File: config.mk
export PLATFORM = sky130hd
export DESIGN_NAME = uart_tx_param_flat
export DESIGN_NICKNAME = d
export VERILOG_FILES = /design/src/rtl/uart_tx_param_if.sv /design/src/rtl/uart_tx_param.sv /design/src/flat_wrapper.sv
export SDC_FILE = /design/constraint.sdc
export NUM_CORES = 1
export LEC_CHECK = 0
export CAP_MARGIN = 40
export CORE_MARGIN = 4
export CORE_UTILIZATION = 34
export DETAILED_ROUTE_END_ITERATION = 12
export DONT_BUFFER_PORTS = 1
export SLEW_MARGIN = 20
export SYNTH_ARGS = -nofsm -noshare
export SYNTH_HDL_FRONTEND = slang
export SYNTH_SLANG_ARGS = --single-unit
File: constraint.sdc
create_clock -name clk -period 2.5 [get_ports clk]
set_input_delay 0.5 -clock clk [delete_from_list [all_inputs] [get_ports clk]]
set_output_delay 0.5 -clock clk [all_outputs]
set_load 0.005 [all_outputs]
File: src/rtl/uart_tx_param_if.sv
// Parallel-in handshake and serial status bundle for uart_tx_param.
// master drives the request side, slave is the transmitter.
interface uart_tx_param_if #(
    parameter int DATA_W = 8
);
    logic [DATA_W-1:0] p_data;
    logic              data_valid;
    logic              par_en;
    logic              par_type;
    logic              tx_out;
    logic              busy;
    logic              done;

    modport master (
        output p_data, data_valid, par_en, par_type,
        input  tx_out, busy, done
    );

    modport slave (
        input  p_data, data_valid, par_en, par_type,
        output tx_out, busy, done
    );
endinterface

File: src/rtl/uart_tx_param.sv
// Parameterised UART transmitter: start, DATA_W bits LSB first,
// optional even/odd parity, STOP_BITS stop bits, registered line.
module uart_tx_param #(
    parameter int DATA_W       = 8,
    parameter int CLKS_PER_BIT = 16,
    parameter int STOP_BITS    = 1
) (
    input  logic            clk,
    input  logic            rst,
    uart_tx_param_if.slave  bus
);
    localparam int CNT_W = $clog2(CLKS_PER_BIT);
    localparam int IDX_W = $clog2(DATA_W);
    localparam logic [CNT_W-1:0] BAUD_MAX  = CNT_W'(CLKS_PER_BIT - 1);
    localparam logic [IDX_W-1:0] DATA_LAST = IDX_W'(DATA_W - 1);
    localparam logic [IDX_W-1:0] STOP_LAST = IDX_W'(STOP_BITS - 1);

    typedef enum logic [2:0] {
        IDLE   = 3'd0,
        START  = 3'd1,
        DATA   = 3'd2,
        PARITY = 3'd3,
        STOP   = 3'd4
    } state_t;

    state_t            state;
    state_t            nxt;
    logic [CNT_W-1:0]  cnt_q;
    logic [CNT_W-1:0]  cnt_d;
    logic [IDX_W-1:0]  idx_q;
    logic [IDX_W-1:0]  idx_d;
    logic [DATA_W-1:0] data_q;
    logic              pe_q;
    logic              pt_q;
    logic              tx_q;
    logic              tx_d;
    logic              done_q;
    logic              done_d;
    logic              accept;
    logic              bit_end;

    assign accept  = (state == IDLE) && bus.data_valid;
    assign bit_end = (cnt_q == BAUD_MAX);

    always_ff @(posedge clk or posedge rst) begin
        if (rst) begin
            state  <= IDLE;
            cnt_q  <= '0;
            idx_q  <= '0;
            data_q <= '0;
            pe_q   <= 1'b0;
            pt_q   <= 1'b0;
            tx_q   <= 1'b1;
            done_q <= 1'b0;
        end else begin
            state  <= nxt;
            cnt_q  <= cnt_d;
            idx_q  <= idx_d;
            tx_q   <= tx_d;
            done_q <= done_d;
            if (accept) begin
                data_q <= bus.p_data;
                pe_q   <= bus.par_en;
                pt_q   <= bus.par_type;
            end
        end
    end

    // idx_q counts data bits in DATA and stop bits in STOP
    always_comb begin
        nxt   = state;
        cnt_d = bit_end ? '0 : cnt_q + CNT_W'(1);
        idx_d = idx_q;
        unique case (state)
            IDLE: begin
                cnt_d = '0;
                idx_d = '0;
                if (bus.data_valid) nxt = START;
            end
            START: begin
                if (bit_end) nxt = DATA;
            end
            DATA: begin
                if (bit_end) begin
                    if (idx_q == DATA_LAST) begin
                        idx_d = '0;
                        nxt   = pe_q ? PARITY : STOP;
                    end else begin
                        idx_d = idx_q + IDX_W'(1);
                    end
                end
            end
            PARITY: begin
                if (bit_end) nxt = STOP;
            end
            STOP: begin
                if (bit_end) begin
                    if (idx_q == STOP_LAST) begin
                        idx_d = '0;
                        nxt   = IDLE;
                    end else begin
                        idx_d = idx_q + IDX_W'(1);
                    end
                end
            end
            default: begin
                nxt   = IDLE;
                cnt_d = '0;
                idx_d = '0;
            end
        endcase
    end

    // line value is computed for the next state so tx_q stays registered
    always_comb begin
        tx_d   = 1'b1;
        done_d = (state == STOP) && (nxt == IDLE);
        unique case (nxt)
            START:   tx_d = 1'b0;
            DATA:    tx_d = data_q[idx_d];
            PARITY:  tx_d = (^data_q) ^ pt_q;
            default: tx_d = 1'b1;
        endcase
    end

    assign bus.tx_out = tx_q;
    assign bus.busy   = (state != IDLE);
    assign bus.done   = done_q;
endmodule

File: src/flat_wrapper.sv
// flat-port wrapper written by rule: the top's interface ports become plain ports
module uart_tx_param_flat 
#(
    parameter int DATA_W       = 8,
    parameter int CLKS_PER_BIT = 16,
    parameter int STOP_BITS    = 1
)
  (clk, rst, bus_p_data, bus_data_valid, bus_par_en, bus_par_type, bus_tx_out, bus_busy, bus_done);
  uart_tx_param_if #(.DATA_W(DATA_W)) bus_i ();
  input  logic clk;
  input  logic rst;
  input wire logic [$bits(bus_i.p_data)-1:0] bus_p_data;
  input wire logic [$bits(bus_i.data_valid)-1:0] bus_data_valid;
  input wire logic [$bits(bus_i.par_en)-1:0] bus_par_en;
  input wire logic [$bits(bus_i.par_type)-1:0] bus_par_type;
  output wire logic [$bits(bus_i.tx_out)-1:0] bus_tx_out;
  output wire logic [$bits(bus_i.busy)-1:0] bus_busy;
  output wire logic [$bits(bus_i.done)-1:0] bus_done;
  assign bus_i.p_data = bus_p_data;
  assign bus_i.data_valid = bus_data_valid;
  assign bus_i.par_en = bus_par_en;
  assign bus_i.par_type = bus_par_type;
  assign bus_tx_out = bus_i.tx_out;
  assign bus_busy = bus_i.busy;
  assign bus_done = bus_i.done;
  uart_tx_param #(.DATA_W(DATA_W), .CLKS_PER_BIT(CLKS_PER_BIT), .STOP_BITS(STOP_BITS)) u_core (.clk(clk), .rst(rst), .bus(bus_i));
endmodule
==> impl_metrics.tcl, run 1 <==
set metrics [dict create \
    status "finished, final reports clean" \
    grt_setup_unrepaired "false" \
    synth_area_leaders "dfrtp_1, mux2_2, ha_1" \
    worstSetupPathType "reg2reg" \
    tightest_slew_ns 0.440 \
    setup_viol 0 \
    critical_path_peak_fanout 4 \
    synthTopCellsByCount "dfrtp_1, mux2_2, inv_1, nor2_1, xnor2_1" \
    clk_pin_slew_worst_paths_ns 0.11 \
    hold_buffers 0 \
    p_leak_nw 0.556 \
    rows 21 \
    clk_path_buf_depth 2 \
    nets 134 \
    synthFlopType "dfrtp_1" \
    die_w_um 67.8 \
    timing.final.crit_share 0.949 \
    cts_tree "built" \
    clockRootBuffer "clkbuf_4" \
    die_h_um 67.8 \
    synth.area.mux_share 0.132 \
    clock_skew_ns 0.00141 \
    fillers 346 \
    routed_wirelength_mm 2.24 \
    layout-drive-gt1-share 0.174 \
    synth_fa_ha_area_frac 0.0515 \
    synth_area_sq_mm 0.00121 \
    place_inst 156 \
    yosys.area.top_type "dfrtp_1" \
    ir_drop_v 0.000736 \
    hold_viol_final 0 \
    synth_top_cell_area_share 0.433 \
    drt_iter0_drc 29 \
    startpoint_type "flop" \
    crit_slowest_cell "mux4_1" \
    async_reset_ff_frac 1.00 \
    portBuffers 0 \
    final_max_slew_viol_count 0 \
    viasPerCell 5.30 \
    synth-simple-area-share 0.131 \
    grt_pass1_vias 913 \
    synth.distinct_cells 36 \
    cp_cell_sequence "ha_1 > ha_1 > nor2_2 > a22o_1 > nand4b_1 > a21oi_2 > mux4_1 > mux2i_1 > a31oi_1" \
    min_path_type "in2async" \
    grt_pass1_wl_mm 3.92 \
    drc 0 \
    grt_max_degree 15 \
    path_common_cell "ha_1" \
    synth_edf_count 0 \
    crit_family "multiplexers" \
    yosysWarnings 0 \
    arrival_ns 2.59 \
    cts_buffers 3 \
    num_vias 854 \
    relSlewSlack 0.707 \
    htree_levels 1 \
    critPathRequiredTime_ns 2.72 \
    syn_area_per_cell_sq_um 10.8 \
    yosysSeqAreaShare 0.454 \
    core_sq_mm 0.00339 \
    slowest_delay_ns 0.56 \
    synth_compound_area_frac 0.108 \
    antenna_left 0 \
    period_needed_ns 2.37 \
    clkLatencyLatePin_ns 0.29 \
    p_per_area_mw_per_mm2 1120 \
    fin_setup_tns_ns 0 \
    antenna_found_initial 0 \
    cp_num_buf_inv 0 \
    die_area_sq_mm 0.00459 \
    fmax_mhz 422 \
    grt_use_total 0.112 \
    synth_top_family_by_area "multiplexers" \
    synthCells 112 \
    syn_to_final_growth_pct 7.21 \
    start_util 0.358 \
    cts_sinks 22 \
    fin_cells 161 \
    endpoint_kind "flop" \
    total_power_mw 1.46 \
    pin_count 16 \
    gp_congestion 0.822 \
    avgRoutedWirePerCell_um 13.9 \
    synthXorXnorAreaFrac 0.0721 \
    ys_ff_latch 22 \
    overflow 0 \
    drtPass1Iterations 4 \
    drv_cap 0 \
    yosysMostFrequentCell "dfrtp_1" \
    antennaDiodeCount 0 \
    synth_nets 130 \
]
cell type report:
type / count / area [sq um] / share of cell area
Clock buffer: 4 / 26.3 / 0.0202
Timing Repair Buffer: 4 / 37.5 / 0.0288
Tap cell: 46 / 57.6 / 0.0442
Multi-Input combinational cell: 78 / 603 / 0.463
Sequential cell: 22 / 552 / 0.424
Inverter: 7 / 26.3 / 0.0202
per-layer routing:
metal	routed length [um]	vias to the layer above	share of wire	global-route usage
met5	0	-	0	0
met1	950	420	0.43	0.138
li1	-	404	-	-
met3	120	4	0.054	0.0216
met4	33	0	0.015	0.0521
met2	1130	26	0.51	0.187
layout by cell type, fill, tap and decap left out, types with 2 or more instances in the layout:
cell      instances
nor2b_1           2
nor3_1            3
nand4b_1          2
a31oi_1           3
buf_4             3
xnor2_1           7
ha_1              5
clkbuf_4          3
nand4_1           3
nor2_1            6
a21oi_1           6
mux2_2            9
and3_1            2
inv_1             7
dfrtp_1          21
xor2_1            3
o21ai_0           5
nand3_1           2
nand2_1           5
sequential cells by signal, indices dropped and copies added, names as in the netlist:
signal / count
u_core.idx_q: 3
u_core.bus.tx_out: 1
u_core.pe_q: 1
u_core.data_q: 8
u_core.state: 3
u_core.cnt_q: 4
u_core.bus.done: 1
u_core.pt_q: 1
power by group:
group | total (mW) | switching (mW) | leakage (nW) | internal [mW]
Combinational | 0.641 | 0.274 | 0.271 | 0.367
Clock | 0.160 | 0.0977 | 0.0150 | 0.0621
Sequential | 0.661 | 0.157 | 0.270 | 0.504
cell families after synthesis:
family,Yosys count
AND/OR/NAND/NOR,30
adder cells (fa/ha/maj),5
XOR/XNOR,10
buffers and inverters,12
flip-flops,22
multiplexers,12
AO/OA/AOI/OAI,21
final timing paths:
check	from	to	slack [ns]	depth (start not counted)
hold reg to reg	u_core.cnt_q[0]$_DFF_PP0_	u_core.cnt_q[0]$_DFF_PP0_	0.51	1
setup reg to reg	u_core.idx_q[0]$_DFF_PP0_	u_core.bus.tx_out$_DFF_PP1_	0.13	9
setup / recovery	u_core.idx_q[0]$_DFF_PP0_	u_core.bus.tx_out$_DFF_PP1_	0.13	9
min in group clk	bus_par_en	u_core.pe_q$_DFFE_PP0P_	0.31	2
max in group asynchronous	rst	u_core.bus.tx_out$_DFF_PP1_	1.93	2
hold / removal	rst	u_core.data_q[6]$_DFFE_PP0P_	0.06	1
metrics by stage:
| stage | setup slack [ns] | instance area [sq um] | utilization | hold WS [ns] |
|---|---|---|---|---|
| floorplan | 0.342 | 1210 | - | 0.461 |
| global route | 0.0109 | 1300 | 0.384 | 0.0618 |
| detailed placement | 0.121 | 1270 | 0.374 | 0.399 |
| finish | 0.129 | 1300 | 0.384 | 0.0616 |
| CTS | 0.102 | 1290 | 0.381 | 0.0564 |
| global placement | 0.230 | 1250 | 0.369 | 0.489 |
worst reg2reg max path, stage by stage (launching register included):
cell and delay, ns:
dfrtp_1 0.43, ha_1 0.23, ha_1 0.20, nor2_2 0.11, a22o_1 0.15, nand4b_1 0.13
a21oi_2 0.23, mux4_1 0.56, mux2i_1 0.15, a31oi_1 0.10
timing repair:
item | in CTS | in global routing
setup endpoints to repair | 0 | 1
resized for setup | 0 | 1
setup buffers | 0 | 1
hold endpoints to repair | 0 | 0
Power figures use the tool's default switching activity.
==> run 2, diff against run 1 <==
--- a/config.mk
+++ b/config.mk
@@ -5,9 +5,10 @@
 export SDC_FILE = /design/constraint.sdc
 export NUM_CORES = 1
 export LEC_CHECK = 0
+export ABC_AREA = 1
 export CAP_MARGIN = 40
 export CORE_MARGIN = 4
-export CORE_UTILIZATION = 34
+export CORE_UTILIZATION = 40
 export DETAILED_ROUTE_END_ITERATION = 12
 export DONT_BUFFER_PORTS = 1
 export SLEW_MARGIN = 20
==> run 2 against run 1 <==
Against the previous run: power fell by 63%; largest cell class unchanged; highest routed layer unchanged; worst setup slack improved by 0.63 ns; clock power rose by 6%; die area fell by 5.9%; first-iteration DRC count rose by 45%; core utilization rose by 7.2 points.
==> impl_metrics.tcl, run 2 <==
set metrics [dict create \
    reg2reg_slack_ns 0.76 \
    postCtsSetupRepairBufs 0 \
    grt_pass1_vias 1058 \
    pin_count 16 \
    yosys.area.top_type "dfrtp_1" \
    timing.hold.ws_ns 0.00425 \
    drc 0 \
    die_h_um 65.7 \
    fmax_mhz 574 \
    cts_tree "built" \
    ys_ff_latch 22 \
    die_area_sq_mm 0.00432 \
    clkLatencyLatePin_ns 0.31 \
    async_reset_ff_frac 1.00 \
    worstSetupPathType "reg2reg" \
    grt_setup_unrepaired "false" \
    clock_skew_ns 0.00548 \
    portBuffers 0 \
    critical_path_peak_fanout 3 \
    start_util 0.426 \
    synth_nets 178 \
    relSlewSlack 0.710 \
    drv_cap 0 \
    largest_registers "u_core.data_q x8, u_core.cnt_q x4" \
    status "finished, final reports clean" \
    startpoint_type "flop" \
    r2r-end "u_core.bus.tx_out$_DFF_PP1_" \
    fin_cells 207 \
    overflow 0 \
    synthTopCellsByCount "nand2_1, dfrtp_1, inv_1, o21ai_0, nand3_1" \
    viasPerCell 4.94 \
    arrival_ns 2.01 \
    cts_buffers 3 \
    tightest_slew_ns 0.431 \
    endpoint_kind "flop" \
    total_power_mw 0.537 \
    clk_pin_slew_worst_paths_ns 0.12 \
    place_inst 203 \
    avgRoutedWirePerCell_um 11.8 \
    die_w_um 65.7 \
    synthFlopType "dfrtp_1" \
    cts_sinks 22 \
    htree_levels 1 \
    synth.distinct_cells 31 \
    setup_viol 0 \
    critPathCapture "u_core.bus.tx_out$_DFF_PP1_" \
    synthCells 160 \
    grt_use_total 0.136 \
    r2r_start "u_core.idx_q[0]$_DFF_PP0_" \
    startpoint "u_core.idx_q[0]$_DFF_PP0_" \
    syn_to_final_growth_pct 7.04 \
    final_cell_mix "nand2_1, inv_1, dfrtp_1" \
    critPathRequiredTime_ns 2.76 \
    antenna_left 0 \
    largest_reg_flops 8 \
    period_needed_ns 1.74 \
    p_leak_nw 0.750 \
    num_vias 1023 \
    final_max_slew_viol_count 0 \
    hpwl_mm 1.97 \
    clockRootBuffer "clkbuf_4" \
    synth_top_cell_area_share 0.394 \
    antennaDiodeCount 0 \
    rows 20 \
    hold_buffers 0 \
    synth_edf_count 0 \
    yosysMostFrequentCell "nand2_1" \
    timing.final.crit_share 0.697 \
    nets 182 \
    utilization 0.456 \
    grt_pass1_wl_mm 4.61 \
    synth_area_leaders "dfrtp_1, nand2_1, inv_1" \
    fin_setup_tns_ns 0 \
    syn_area_per_cell_sq_um 8.34 \
    hold_viol_final 0 \
    antenna_found_initial 0 \
    drt_iter0_drc 42 \
    synth_area_sq_mm 0.00133 \
    cts_resized 0 \
    r2r_cells 9 \
    layout_commonest_cell "nand2_1" \
    yosysSeqAreaShare 0.414 \
    core_sq_mm 0.00313 \
    clk_path_buf_depth 2 \
    p_per_area_mw_per_mm2 376 \
    drtPass1Iterations 4 \
    layout-drive-gt1-share 0.166 \
    gp_congestion 0.857 \
    yosysWarnings 0 \
    ir_drop_v 0.000201 \
    routed_wirelength_mm 2.44 \
    regMostFlops "u_core.data_q" \
    grt_max_degree 21 \
    min_path_type "in2async" \
]
-- run 2: cell types whose count changed after synthesis, moves of 3 or more --
cell	previous run	this run
mux2_2	9	0
nand2_1	5	38
inv_1	7	21
o21ai_0	5	12
inv_2	0	6
xnor2_1	7	4
nand3_2	0	7
nand3_1	2	11
a21oi_1	6	1
-- run 2: how the worst min path moves through the flow --
stage	start	endpoint	slack, ns	depth (start not counted)
after detailed placement	rst	u_core.idx_q[1]$_DFF_PP0_	0.36	1
final	rst	u_core.cnt_q[2]$_DFF_PP0_	0.004	1
after global placement	u_core.cnt_q[0]$_DFF_PP0_	u_core.cnt_q[0]$_DFF_PP0_	0.46	1
after CTS	rst	u_core.cnt_q[2]$_DFF_PP0_	0.003	1
after floorplan	u_core.cnt_q[0]$_DFF_PP0_	u_core.cnt_q[0]$_DFF_PP0_	0.44	1
after global routing	rst	u_core.cnt_q[2]$_DFF_PP0_	0.002	1
-- run 2: cell families after synthesis --
kind of cell,after synthesis,share of synthesized area
compound gates,19,0.0919
xor+xnor,8,0.0525
fa+ha+maj,5,0.0469
buf+inv,29,0.0872
flops,22,0.414
simple gates,77,0.308
-- run 2: per-stage QoR --
step           area [sq um]  setup slack, ns
3_3_place_gp           1370            0.804
6_report               1430            0.759
4_1_cts                1430            0.743
5_1_grt                1430            0.571
3_5_place_dp           1400            0.774
2_1_floorplan          1330            0.929
-- run 2: layer usage --
metal,track usage,vias to the layer above,wire length [um]
met5,0,-,0
met4,0.0259,0,18
met3,0.0359,4,111
met2,0.227,19,1160
met1,0.176,477,1160
li1,-,523,-
-- run 2: where the power goes --
part	internal, mW	switching, mW
registers	0.356	0
clock network	0.0624	0.107
logic	0.00447	0.00773
-- run 2: worst max-delay path, cell delays in order, from the launching register on --
cell     delay (ns)
dfrtp_1        0.44
ha_1           0.23
ha_1           0.27
o21ai_0        0.16
inv_1          0.05
a22oi_1        0.22
inv_1          0.09
nand3_1        0.09
nand3_1        0.07
nand3_1        0.07
-- run 2: final cells by class --
cell class | instances | area [sq um]
fill | 327 | 1700
multi-input combinational | 109 | 666
sequential | 22 | 552
inverter | 27 | 101
tap | 44 | 55.1
timing repair buffer | 1 | 27.5
clock buffer | 4 | 26.3
